==> src/rtl/wb_shared_intercon.sv <==
// Shared-bus WISHBONE classic interconnect: N masters, M slaves, round-robin arbitration, base/mask decode.
// Optional stalled-cycle watchdog is built when INTERCON_TIMEOUT_EN is defined.
module wb_shared_intercon #(
    parameter int NUM_MASTERS    = 4,
    parameter int NUM_SLAVES     = 4,
    parameter int ADDR_WIDTH     = 22,
    parameter int DATA_WIDTH     = 32,
    parameter logic [NUM_SLAVES*ADDR_WIDTH-1:0] SLAVE_BASE =
        {22'h003000, 22'h002000, 22'h001000, 22'h000000},
    parameter logic [NUM_SLAVES*ADDR_WIDTH-1:0] SLAVE_MASK =
        {22'h000FFF, 22'h000FFF, 22'h000FFF, 22'h000FFF},
    parameter int TIMEOUT_CYCLES = 1024
) (
    input  logic                               clk_i,
    input  logic                               rst_i,
    input  logic [NUM_MASTERS-1:0]             m_cyc_i,
    input  logic [NUM_MASTERS-1:0]             m_stb_i,
    input  logic [NUM_MASTERS-1:0]             m_we_i,
    input  logic [NUM_MASTERS*ADDR_WIDTH-1:0]  m_adr_i,
    input  logic [NUM_MASTERS*DATA_WIDTH-1:0]  m_dat_i,
    input  logic [NUM_MASTERS*DATA_WIDTH/8-1:0] m_sel_i,
    output logic [NUM_MASTERS-1:0]             m_ack_o,
    output logic [NUM_MASTERS-1:0]             m_err_o,
    output logic [NUM_MASTERS-1:0]             m_rty_o,
    output logic [DATA_WIDTH-1:0]              m_dat_o,
    output logic [NUM_SLAVES-1:0]              s_cyc_o,
    output logic [NUM_SLAVES-1:0]              s_stb_o,
    output logic                               s_we_o,
    output logic [NUM_SLAVES*ADDR_WIDTH-1:0]   s_adr_o,
    output logic [DATA_WIDTH-1:0]              s_dat_o,
    output logic [DATA_WIDTH/8-1:0]            s_sel_o,
    input  logic [NUM_SLAVES*DATA_WIDTH-1:0]   s_dat_i,
    input  logic [NUM_SLAVES-1:0]              s_ack_i,
    input  logic [NUM_SLAVES-1:0]              s_err_i,
    input  logic [NUM_SLAVES-1:0]              s_rty_i,
    output logic                               bus_err_o,
    output logic [ADDR_WIDTH-1:0]              err_adr_o,
    output logic [1:0]                         err_code_o
);

    localparam int SEL_W = DATA_WIDTH / 8;
    localparam int PTR_W = (NUM_MASTERS > 1) ? $clog2(NUM_MASTERS) : 1;

    typedef enum logic {ST_IDLE, ST_OWNED} state_t;

    state_t                  r_state, w_state_nxt;
    logic [NUM_MASTERS-1:0]  r_gnt, w_gnt_nxt;
    logic [PTR_W-1:0]        r_ptr, w_ptr_nxt;

    logic                    w_cyc, w_stb, w_we, w_stb_act;
    logic [ADDR_WIDTH-1:0]   w_adr;
    logic [DATA_WIDTH-1:0]   w_wdat, w_rdat;
    logic [SEL_W-1:0]        w_sel;
    logic [NUM_SLAVES-1:0]   w_hit;
    logic                    w_any, w_s_ack, w_s_err, w_s_rty, w_term;
    logic                    w_timeout, w_dec_set;

    logic                    r_err_pend, r_bus_err;
    logic [ADDR_WIDTH-1:0]   r_err_adr;
    logic [1:0]              r_err_code;

    always_ff @(posedge clk_i or posedge rst_i) begin
        if (rst_i) begin
            r_state <= ST_IDLE;
            r_gnt   <= '0;
            r_ptr   <= PTR_W'(NUM_MASTERS - 1);
        end else begin
            r_state <= w_state_nxt;
            r_gnt   <= w_gnt_nxt;
            r_ptr   <= w_ptr_nxt;
        end
    end

    // Round robin: first pass takes requesters above ptr, second pass wraps to the bottom.
    always_comb begin
        logic found;
        w_state_nxt = r_state;
        w_gnt_nxt   = r_gnt;
        w_ptr_nxt   = r_ptr;
        found       = 1'b0;
        case (r_state)
            ST_IDLE: begin
                for (int i = 0; i < NUM_MASTERS; i++) begin
                    if (!found && m_cyc_i[i] && (i > int'(r_ptr))) begin
                        found        = 1'b1;
                        w_gnt_nxt    = '0;
                        w_gnt_nxt[i] = 1'b1;
                        w_ptr_nxt    = PTR_W'(i);
                    end
                end
                for (int i = 0; i < NUM_MASTERS; i++) begin
                    if (!found && m_cyc_i[i]) begin
                        found        = 1'b1;
                        w_gnt_nxt    = '0;
                        w_gnt_nxt[i] = 1'b1;
                        w_ptr_nxt    = PTR_W'(i);
                    end
                end
                if (found) w_state_nxt = ST_OWNED;
            end
            ST_OWNED: begin
                if ((m_cyc_i & r_gnt) == '0) begin
                    w_gnt_nxt   = '0;
                    w_state_nxt = ST_IDLE;
                end
            end
            default: begin
                w_gnt_nxt   = '0;
                w_state_nxt = ST_IDLE;
            end
        endcase
    end

    always_comb begin
        logic found;
        w_cyc  = 1'b0;
        w_stb  = 1'b0;
        w_we   = 1'b0;
        w_adr  = '0;
        w_wdat = '0;
        w_sel  = '0;
        for (int i = 0; i < NUM_MASTERS; i++) begin
            w_cyc  |= m_cyc_i[i] & r_gnt[i];
            w_stb  |= m_stb_i[i] & r_gnt[i];
            w_we   |= m_we_i[i]  & r_gnt[i];
            w_adr  |= m_adr_i[i*ADDR_WIDTH +: ADDR_WIDTH] & {ADDR_WIDTH{r_gnt[i]}};
            w_wdat |= m_dat_i[i*DATA_WIDTH +: DATA_WIDTH] & {DATA_WIDTH{r_gnt[i]}};
            w_sel  |= m_sel_i[i*SEL_W +: SEL_W] & {SEL_W{r_gnt[i]}};
        end
        found  = 1'b0;
        w_hit  = '0;
        w_rdat = '0;
        for (int j = 0; j < NUM_SLAVES; j++) begin
            if (!found && w_cyc &&
                ((w_adr & ~SLAVE_MASK[j*ADDR_WIDTH +: ADDR_WIDTH]) ==
                 SLAVE_BASE[j*ADDR_WIDTH +: ADDR_WIDTH])) begin
                found    = 1'b1;
                w_hit[j] = 1'b1;
            end
            w_rdat |= s_dat_i[j*DATA_WIDTH +: DATA_WIDTH] & {DATA_WIDTH{w_hit[j]}};
        end
    end

    assign w_any     = |w_hit;
    assign w_stb_act = w_cyc & w_stb;
    assign w_s_ack   = |(s_ack_i & w_hit);
    assign w_s_err   = |(s_err_i & w_hit);
    assign w_s_rty   = |(s_rty_i & w_hit);
    assign w_term    = w_s_ack | w_s_err | w_s_rty | r_err_pend;
    assign w_dec_set = w_stb_act & ~w_any & ~r_err_pend;

`ifdef INTERCON_TIMEOUT_EN
    logic [15:0] r_wdog;

    assign w_timeout = w_stb_act & ~w_term & (r_wdog == 16'(TIMEOUT_CYCLES - 1));

    always_ff @(posedge clk_i or posedge rst_i) begin
        if (rst_i)                                  r_wdog <= '0;
        else if (w_stb_act && !w_term && !w_timeout) r_wdog <= r_wdog + 16'd1;
        else                                        r_wdog <= '0;
    end
`else
    assign w_timeout = 1'b0;
`endif

    always_ff @(posedge clk_i or posedge rst_i) begin
        if (rst_i) begin
            r_err_pend <= 1'b0;
            r_bus_err  <= 1'b0;
            r_err_adr  <= '0;
            r_err_code <= 2'b00;
        end else begin
            r_err_pend <= w_dec_set;
            r_bus_err  <= w_dec_set | w_timeout;
            if (w_dec_set) begin
                r_err_adr  <= w_adr;
                r_err_code <= 2'b01;
            end else if (w_timeout) begin
                r_err_adr  <= w_adr;
                r_err_code <= 2'b10;
            end
        end
    end

    // A watchdog expiry pulls the slave strobes so a late ack cannot land on the next cycle.
    assign s_cyc_o = {NUM_SLAVES{w_cyc & ~w_timeout}} & w_hit;
    assign s_stb_o = {NUM_SLAVES{w_stb & ~w_timeout}} & w_hit;
    assign s_we_o  = w_we;
    assign s_dat_o = w_wdat;
    assign s_sel_o = w_sel;

    always_comb begin
        for (int j = 0; j < NUM_SLAVES; j++)
            s_adr_o[j*ADDR_WIDTH +: ADDR_WIDTH] = w_adr & SLAVE_MASK[j*ADDR_WIDTH +: ADDR_WIDTH];
    end

    assign m_ack_o    = r_gnt & {NUM_MASTERS{w_s_ack}};
    assign m_err_o    = r_gnt & {NUM_MASTERS{w_s_err | r_err_pend | w_timeout}};
    assign m_rty_o    = r_gnt & {NUM_MASTERS{w_s_rty}};
    assign m_dat_o    = w_rdat;
    assign bus_err_o  = r_bus_err;
    assign err_adr_o  = r_err_adr;
    assign err_code_o = r_err_code;

endmodule
==> config.mk <==
export PLATFORM = sky130hd
export DESIGN_NAME = wb_shared_intercon
export DESIGN_NICKNAME = d
export VERILOG_FILES = /design/src/rtl/wb_shared_intercon.sv
export SDC_FILE = /design/constraint.sdc
export NUM_CORES = 1
export LEC_CHECK = 0
export CAP_MARGIN = 40
export CORE_AREA = 2 2 225 227
export CTS_CLUSTER_SIZE = 28
export DETAILED_ROUTE_END_ITERATION = 8
export DIE_AREA = 0 0 227 229
export GPL_TIMING_DRIVEN = 0
export PLACE_DENSITY = 0.39
export SETUP_SLACK_MARGIN = 0.1
export SYNTH_ARGS = -nofsm -noshare
export SYNTH_HDL_FRONTEND = slang
export SYNTH_SLANG_ARGS = --single-unit
export TNS_END_PERCENT = 1
==> constraint.sdc <==
create_clock -name clk_i -period 7.5 [get_ports clk_i]
set_clock_uncertainty 0.1 [all_clocks]
set_input_delay 1.5 -clock clk_i [delete_from_list [all_inputs] [get_ports clk_i]]
set_output_delay 1.5 -clock clk_i [all_outputs]
set_load 0.1 [all_outputs]
---- After elaboration in Yosys (flattened, before gate mapping) ----
Cells that the tools add are included.
word-level totals
  output and inout port bits .............. 202
  input port bits ......................... 386
  bits in registers ....................... 31
operators by class
  reductions and logical operators ........ 34
  magnitude comparators ................... 3
  bitwise operators ....................... 65
  multiplexer cells ....................... 39
  equality and inequality tests ........... 5
operators with widths
  cell                 number
  $and 32x32->32       8
  $or 32x32->32        6
  $and 22x22->22       4
  $or 22x22->22        3
  $and 4x4->4          13
  $mux 4               8
  $logic_not 22->1     1
  $mux 1               22
  $eq 10x2->1 const B  2
  $logic_and 1x1->1    16
  $reduce_or 4->1      4
  $and 1x1->1          15
  $mux 2               7
  $or 4x4->4           3
  $eq 10x1->1 const B  1
  $or 1x1->1           10
  $logic_not 1->1      9
  $ne 8x8->1 const B   1
  $pmux 4 s2           1
  $reduce_bool 7->1    1
  $gt 2x2->1 const A   2
  $logic_not 4->1      1
  $reduce_and 2->1     2
  $not 1->1            3
  3 further kinds      3

---- Logic depth before layout (Yosys ltp) ----
Gate-level depths: netlist of the first run.
  word-level depth ........................ 32
  mapped depth ............................ 9
  mapped depth without buffers ............ 6

---- Worst setup path after synthesis of the first run ----
OpenSTA, ideal clock, no wires.
  path kind ............................... input to output
  start ................................... input m_adr_i[42]
  end ..................................... output s_stb_o[2]
  data arrival time ....................... 6.938 ns
  path buffers ............................ 0
  setup slack ............................. -1.038 ns
  stages .................................. 5
  data required time ...................... 5.900 ns
  cells stage by stage .................... a22o_1 -> a221oi_1 -> nand4_4 -> nor4_1 -> nor2b_1
on the way
  longest elaborated chain between the ends .. 16
  elaborated cells between the ends (all ways) .. 18
  those cells by class .................... 2 x eq/ne; 3 x mux; 5 x bitwise; 8 x reduce/logical
RTL lines
  what                             line  source
  start, declared                  19    input logic [NUM_MASTERS*ADDR_WIDTH-1:0] m_adr_i,
  $and 22x22->22 *                 126   w_adr |= m_adr_i[i*ADDR_WIDTH +: ADDR_WIDTH] & {ADDR_WIDTH{r_gnt[i]}};
  $or 22x22->22 * (3 in series)    126
  $logic_not 22->1                 135   ((w_adr & ~SLAVE_MASK[j*ADDR_WIDTH +: ADDR_WIDTH]) ==
  $logic_and 1x1->1                134   if (!found && w_cyc &&
  $mux 1                           134
  $logic_not 1->1                  134
  $logic_and 1x1->1 (2 in series)  134
  $mux 1                           134
  $logic_not 1->1                  134
  $logic_and 1x1->1                134
  $logic_and 1x1->1 *              134
  $mux 1 *                         134
  $and 4x4->4 *                    187   assign s_stb_o = {NUM_SLAVES{w_stb & ~w_timeout}} & w_hit;
  end, declared                    27    output logic [NUM_SLAVES-1:0] s_stb_o,
Every way passes the cells marked *; elsewhere a longest branch is shown, timed or not.

---- Worst setup path in the final report of the first run ----
  start ................................... input m_adr_i[42]
  end ..................................... output m_dat_o[25]
on the way
  longest elaborated chain between the ends .. 21
  elaborated cells between the ends (all ways) .. 31
  those cells by class .................... 3 x eq/ne; 6 x mux; 11 x bitwise; 11 x reduce/logical
RTL lines
  what                             line  source
  $and 22x22->22 *                 126
  $or 22x22->22 * (3 in series)    126
  $logic_not 22->1                 135
  $logic_and 1x1->1                134
  $mux 1                           134
  $logic_not 1->1                  134
  $logic_and 1x1->1 (2 in series)  134
  $mux 1                           134
  $logic_not 1->1                  134
  $logic_and 1x1->1 (2 in series)  134
  $mux 1                           134
  $logic_not 1->1                  134
  $logic_and 1x1->1 (2 in series)  134
  $mux 1                           134
  $and 32x32->32                   140   w_rdat |= s_dat_i[j*DATA_WIDTH +: DATA_WIDTH] & {DATA_WIDTH{w_hit[j]}};
  $or 32x32->32 *                  140
  end, declared                    25    output logic [DATA_WIDTH-1:0] m_dat_o,
Marks and branches as above.

==> results_dict.tcl, run 1 <==
set metrics [dict create \
    clk_latency_ns 0.29 \
    worstSetupPathType "input port to output port" \
    ff_latch_area_sq_um 778 \
    total_power_mw 7.79 \
    status "finished, final reports clean" \
    nFillCells 5212 \
    antenna_found_initial 2 \
    tns_ns 0 \
    clockRootBuffer "clkbuf_16" \
    crit_chain "clkdlybuf4s50_1, a22o_1, a221oi_1, nand4_4, nor3_4, nand2_2, buf_1, o21ai_1, clkdlybuf4s50_1, buf_8" \
    max_stage_delay_ns 0.57 \
    cts_resized 0 \
    place_inst 1972 \
    cts_buffer_depth 2 \
    syn-mean-instance-area_sq_um 7.91 \
    cp_common_cell "clkdlybuf4s50_1" \
    place_area_sq_mm 0.0146 \
    synthTopCellsByArea "a22oi_1 23%, dfrtp_1 17%, buf_4 16%, mux2i_1 7.6%, nand2_1 6.2%" \
    synth_top_area_share_pct 23.1 \
    ctsHoldBuffers 0 \
    yosys-top-cells-count "133 x a22oi_1, 92 x buf_4, 71 x nand2_1" \
    stdcell_area_sq_mm 0.0148 \
    yosys_warnings 0 \
    netlist_area_sq_mm 0.00432 \
    cts.sinks 31 \
    die_area_sq_mm 0.0520 \
    cts_tree "yes" \
    drt_wl_total_um 37700 \
    start_util_pct 8.71 \
    vias 7138 \
    wl_per_cell_um 19.0 \
    drive_above_1_share_pct 23.4 \
    leakagePower_nw 5.97 \
    synth_ff_type "dfrtp_1" \
    synth-async-reset-ratio_pct 100 \
    required_ns 5.90 \
    htree_levels 2 \
    fmax_mhz 153 \
    slew_violations 0 \
    io_buffer_count 545 \
    crit_fanout 10 \
    finalSetupViolations 0 \
    grt_pass1_wl_um 51700 \
    grt_setup_unrepaired "no" \
    clk_pin_slew_worst_paths_ns 0.06 \
    drtIter0Drc 278 \
    synth_edf_count 0 \
    synth_cell_types 43 \
    core_area_sq_mm 0.0497 \
    ant_nets 0 \
    power.density_mw_per_mm2 527 \
    tightestPinTransition_ns 0.936 \
    peakVddDrop_mv 0.295 \
    drc 0 \
    arrival_ns 4.92 \
    rows 82 \
    boundaryPins 588 \
    place_congestion 0.796 \
    startpoint_type "input port" \
    grt_use_total_pct 13.6 \
    synth_largest_area_cell "a22oi_1" \
    critPathCaptureType "output port" \
    ff2ff_setup_slack_ns 4.63 \
    post-dp-hpwl_um 33200 \
    ys_seq_elements 31 \
    fin_nets 1693 \
    place_ws_ns 0.840 \
    final_cells 1980 \
    grt_pass1_vias 7592 \
    antennaDiodeCount 0 \
    avgViaCountPerCell 3.61 \
    overflow 0 \
    setup_ws_ns 0.985 \
    post_cts_buffers 0 \
    fin_util_pct 29.8 \
    hold_violations 0 \
    min_period_ns 6.52 \
    post-route-period-util_pct 86.9 \
    cts_buffers 5 \
    grt_max_degree 32 \
    syn2layout_area_growth_pct 242 \
    drt_pass1_iterations 5 \
    cpMaxStageDelayCell "clkdlybuf4s50_1" \
    syn-instance-count 547 \
    hold_slack_ns 0.378 \
    synth.most_common_cell "a22oi_1" \
    die_y_um 229 \
    maxCapViolCount 0 \
    multi_input_area_sq_mm 0.00280 \
    slew_headroom_pct 37.6 \
    hp-class "flop to flop" \
    fp.dieW_um 227 \
    ys_seq_area_share_pct 18.0 \
]
registers in the layout, summed over array words and instances, names as in the netlist:
name / flops
err_adr_o: 22
bus_err_o: 1
err_code_o: 1
r_state: 1
r_ptr: 2
r_gnt: 4
cell type report:
class / count / share of cell area (%)
clock inverter: 3 / 0.169
clock buffer: 5 / 0.846
multi-input combinational: 417 / 18.9
buffer: 134 / 6.04
inverter: 5 / 0.127
tap: 672 / 5.69
sequential: 31 / 5.26
timing repair buffer: 713 / 63.0
cell usage in the layout (no fill, tap or decap), types with 2 or more instances in the layout:
master	synthesis	final
a22o_1	12	12
o21ai_1	42	42
buf_6	4	6
mux2i_1	33	33
a21oi_1	6	6
buf_1	11	11
dfrtp_1	29	29
buf_8	0	59
a221oi_2	7	8
inv_2	1	2
inv_1	4	3
a22oi_1	133	133
dfstp_2	2	2
nor2_1	7	7
nor3_1	3	3
nor2b_1	6	6
buf_16	0	107
nand2b_1	3	3
mux2_1	12	12
nor4_4	2	2
o221ai_1	2	2
nand2_1	71	71
conb_1	1	41
buf_2	12	12
clkdlybuf4s50_1	0	545
clkinv_4	0	2
and2_1	10	10
nand3_1	3	3
a221oi_1	3	2
buf_4	92	92
o21ai_0	5	5
clkbuf_1	15	15
clkbuf_16	0	5
final timing paths:
path	end	from	depth (start not counted)
hold reg to reg	err_code_o[0]	err_code_o[0]	1
hold / removal	err_code_o[0]	err_code_o[0]	1
setup / recovery	m_dat_o[25]	m_adr_i[42]	10
setup reg to reg	err_adr_o[2]	r_gnt[1]	7
max in group asynchronous	r_state	rst_i	2
min in group asynchronous	err_adr_o[0]	rst_i	2
power by group:
| group | internal, mW | switching (mW) | total, mW |
|---|---|---|---|
| clock network | 0.124 | 0.0921 | 0.216 |
| logic | 2.95 | 4.34 | 7.29 |
| registers | 0.239 | 0.0440 | 0.283 |
| total | 3.31 | 4.48 | 7.79 |
critical path, delay by kind of cell:
family | cells | cell delay, ns
buffers and inverters | 4 | 1.52
AO/OA/AOI/OAI | 3 | 0.93
AND/OR/NAND/NOR | 3 | 0.96
logic make-up (layout without fill, tap and decap cells):
kind of cell	after synthesis	count (layout)	synth area share, %
AO/OA/AOI/OAI	217	217	36.5
buffers and inverters	139	860	21.1
AND/OR/NAND/NOR	113	113	13.1
multiplexers	46	46	11.3
flip-flops	31	31	18.0
other	1	41	0.0867
routing by layer:
metal  vias to the layer above  global-route usage (%)  share of wire [%]
li1                       3454                       -                  -
met1                      3335                    15.8                 39
met2                       341                    26.7                 54
met3                         6                    2.54                6.7
met4                         2                   0.572               0.32
met5                         -                       0              0.035
No activity file was read; power rests on OpenSTA's default activity.
==> inputs of run 2 (changes only) <==
--- a/config.mk
+++ b/config.mk
@@ -12,6 +12,7 @@
 export DIE_AREA = 0 0 227 229
 export GPL_TIMING_DRIVEN = 0
 export PLACE_DENSITY = 0.39
+export RECOVER_POWER = 100
 export SETUP_SLACK_MARGIN = 0.1
 export SYNTH_ARGS = -nofsm -noshare
 export SYNTH_HDL_FRONTEND = slang
==> run 2 against run 1 <==
Compared with the run above:
- worst setup slack worse by 0.36 ns
- via count fell by 0.34%
- global-route usage did not move
==> results_dict.tcl, run 2 (same netlist as run 1, synthesis figures left out) <==
set metrics [dict create \
    cts_resized 0 \
    final_cell_mix "447 x clkdlybuf4s50_1, 133 x a22oi_1, 107 x buf_16" \
    min_period_ns 6.87 \
    place_congestion 0.796 \
    power.density_mw_per_mm2 515 \
    slew_violations 0 \
    grt_use_total_pct 13.6 \
    post_cts_buffers 0 \
    ff2ff_path_depth 7 \
    leakagePower_nw 5.96 \
    tns_ns 0 \
    grt_pass1_vias 7592 \
    cpMaxStageDelayCell "clkdlybuf4s50_1" \
    fmax_mhz 145 \
    post-dp-hpwl_um 33200 \
    drive_above_1_share_pct 20.3 \
    die_area_sq_mm 0.0520 \
    drtIter0Drc 250 \
    antenna_found_initial 3 \
    rows 82 \
    fp.dieW_um 227 \
    antennaDiodeCount 0 \
    maxCapViolCount 0 \
    overflow 0 \
    tightestPinTransition_ns 1.36 \
    peakVddDrop_mv 0.287 \
    clk_latency_ns 0.29 \
    cts_tree "yes" \
    largest_reg_flops 22 \
    crit_chain "dlygate4sd3_1, a22o_1, a221oi_1, nand4_1, nor3_4, nand2_2, clkbuf_1, o21ai_0, clkdlybuf4s50_1, buf_8" \
    hold_depth 1 \
    cts_buffers 5 \
    grt_setup_unrepaired "no" \
    die_y_um 229 \
    hold_violations 0 \
    avgViaCountPerCell 3.59 \
    clockRootBuffer "clkbuf_16" \
    post-route-period-util_pct 91.6 \
    drt_wl_total_um 37700 \
    mostFrequentLayoutCell "clkdlybuf4s50_1" \
    grt_max_degree 32 \
    final_cells 1980 \
    fin_nets 1693 \
    core_area_sq_mm 0.0497 \
    max_stage_delay_ns 0.59 \
    cts_buffer_depth 2 \
    critPathCaptureType "output port" \
    status "finished, final reports clean" \
    htree_levels 2 \
    vias 7114 \
    start_util_pct 8.71 \
    worstSetupPathType "input port to output port" \
    ant_nets 0 \
    drc 0 \
    boundaryPins 588 \
    syn2layout_area_growth_pct 233 \
    required_ns 5.90 \
    wl_per_cell_um 19.0 \
    ctsHoldBuffers 0 \
    arrival_ns 5.27 \
    crit_fanout 10 \
    io_buffer_count 545 \
    place_inst 1972 \
    drt_pass1_iterations 4 \
    clk_pin_slew_worst_paths_ns 0.06 \
    nFillCells 5267 \
    slew_headroom_pct 9.35 \
    cts.sinks 31 \
    finalSetupViolations 0 \
    hp-class "flop to flop" \
    startpoint_type "input port" \
    grt_pass1_wl_um 51700 \
]
[run 2: changes by cell type in the layout (fill, tap and decap cells not counted), sizes merged]
cell	before	now
dlygate4sd3	0	98
clkbuf	20	64
clkdlybuf4s50	545	447
buf	287	243
[run 2: power breakdown]
part           switching [mW]  internal, mW
registers              0.0422         0.239
logic                    4.28          2.62
clock network          0.0909         0.124
total                    4.41          2.99
[run 2: stage by stage]
stage | utilization (%) | power, mW | instance area (sq um) | worst slack (ns) | hold WS, ns
after global routing | 29.0 | 7.67 | 14400 | 0.347 | 0.399
after floorplan | - | 4.16 | 4480 | 0.204 | 0.411
after CTS | 29.8 | 7.89 | 14800 | 0.820 | 0.382
after global placement | 21.7 | 5.66 | 10800 | 0.440 | 0.348
after detailed placement | 29.5 | 7.65 | 14600 | 0.840 | 0.364
final | 29.0 | 7.40 | 14400 | 0.627 | 0.373
[run 2: final timing paths]
path                                 endpoint          start  slack, ns
worst max register to register   err_adr_o[2]       r_gnt[3]       3.46
max in group asynchronous             r_state          rst_i       4.54
worst min-delay path            err_code_o[0]  err_code_o[0]       0.37
worst max-delay path              m_dat_o[12]    m_adr_i[42]       0.63
min in group asynchronous        err_adr_o[0]          rst_i       1.95
worst min register to register  err_code_o[0]  err_code_o[0]       0.37
[run 2: layer usage]
layer,part of all wire (%),GRT usage (%)
met1,40,15.8
met2,54,26.7
met3,6.4,2.54
met4,0.32,0.572
met5,0.034,0
[run 2: layout make-up]
class / count / area (sq um) / share of cell area (%)
tap: 672 / 841 / 5.85
clock buffer: 5 / 125 / 0.870
sequential: 31 / 778 / 5.41
inverter: 5 / 18.8 / 0.131
buffer: 134 / 881 / 6.12
timing repair buffer: 713 / 8940 / 62.2
multi-input combinational: 417 / 2770 / 19.3
clock inverter: 3 / 25.0 / 0.174
[run 2: critical path, delay by kind of cell]
family                 cells  cell delay (ns)
buffers and inverters      4             1.65
and+or+nand+nor            3             1.24
AOI/OAI and AO/OA          3             0.87
==> inputs of run 3 (changes only) <==
--- a/config.mk
+++ b/config.mk
@@ -7,6 +7,7 @@
 export LEC_CHECK = 0
 export CAP_MARGIN = 40
 export CORE_AREA = 2 2 225 227
+export CTS_CLUSTER_DIAMETER = 150
 export CTS_CLUSTER_SIZE = 28
 export DETAILED_ROUTE_END_ITERATION = 8
 export DIE_AREA = 0 0 227 229
==> results of run 3 <==
No change in the layout: final DEF, timing and power equal those of run 2.
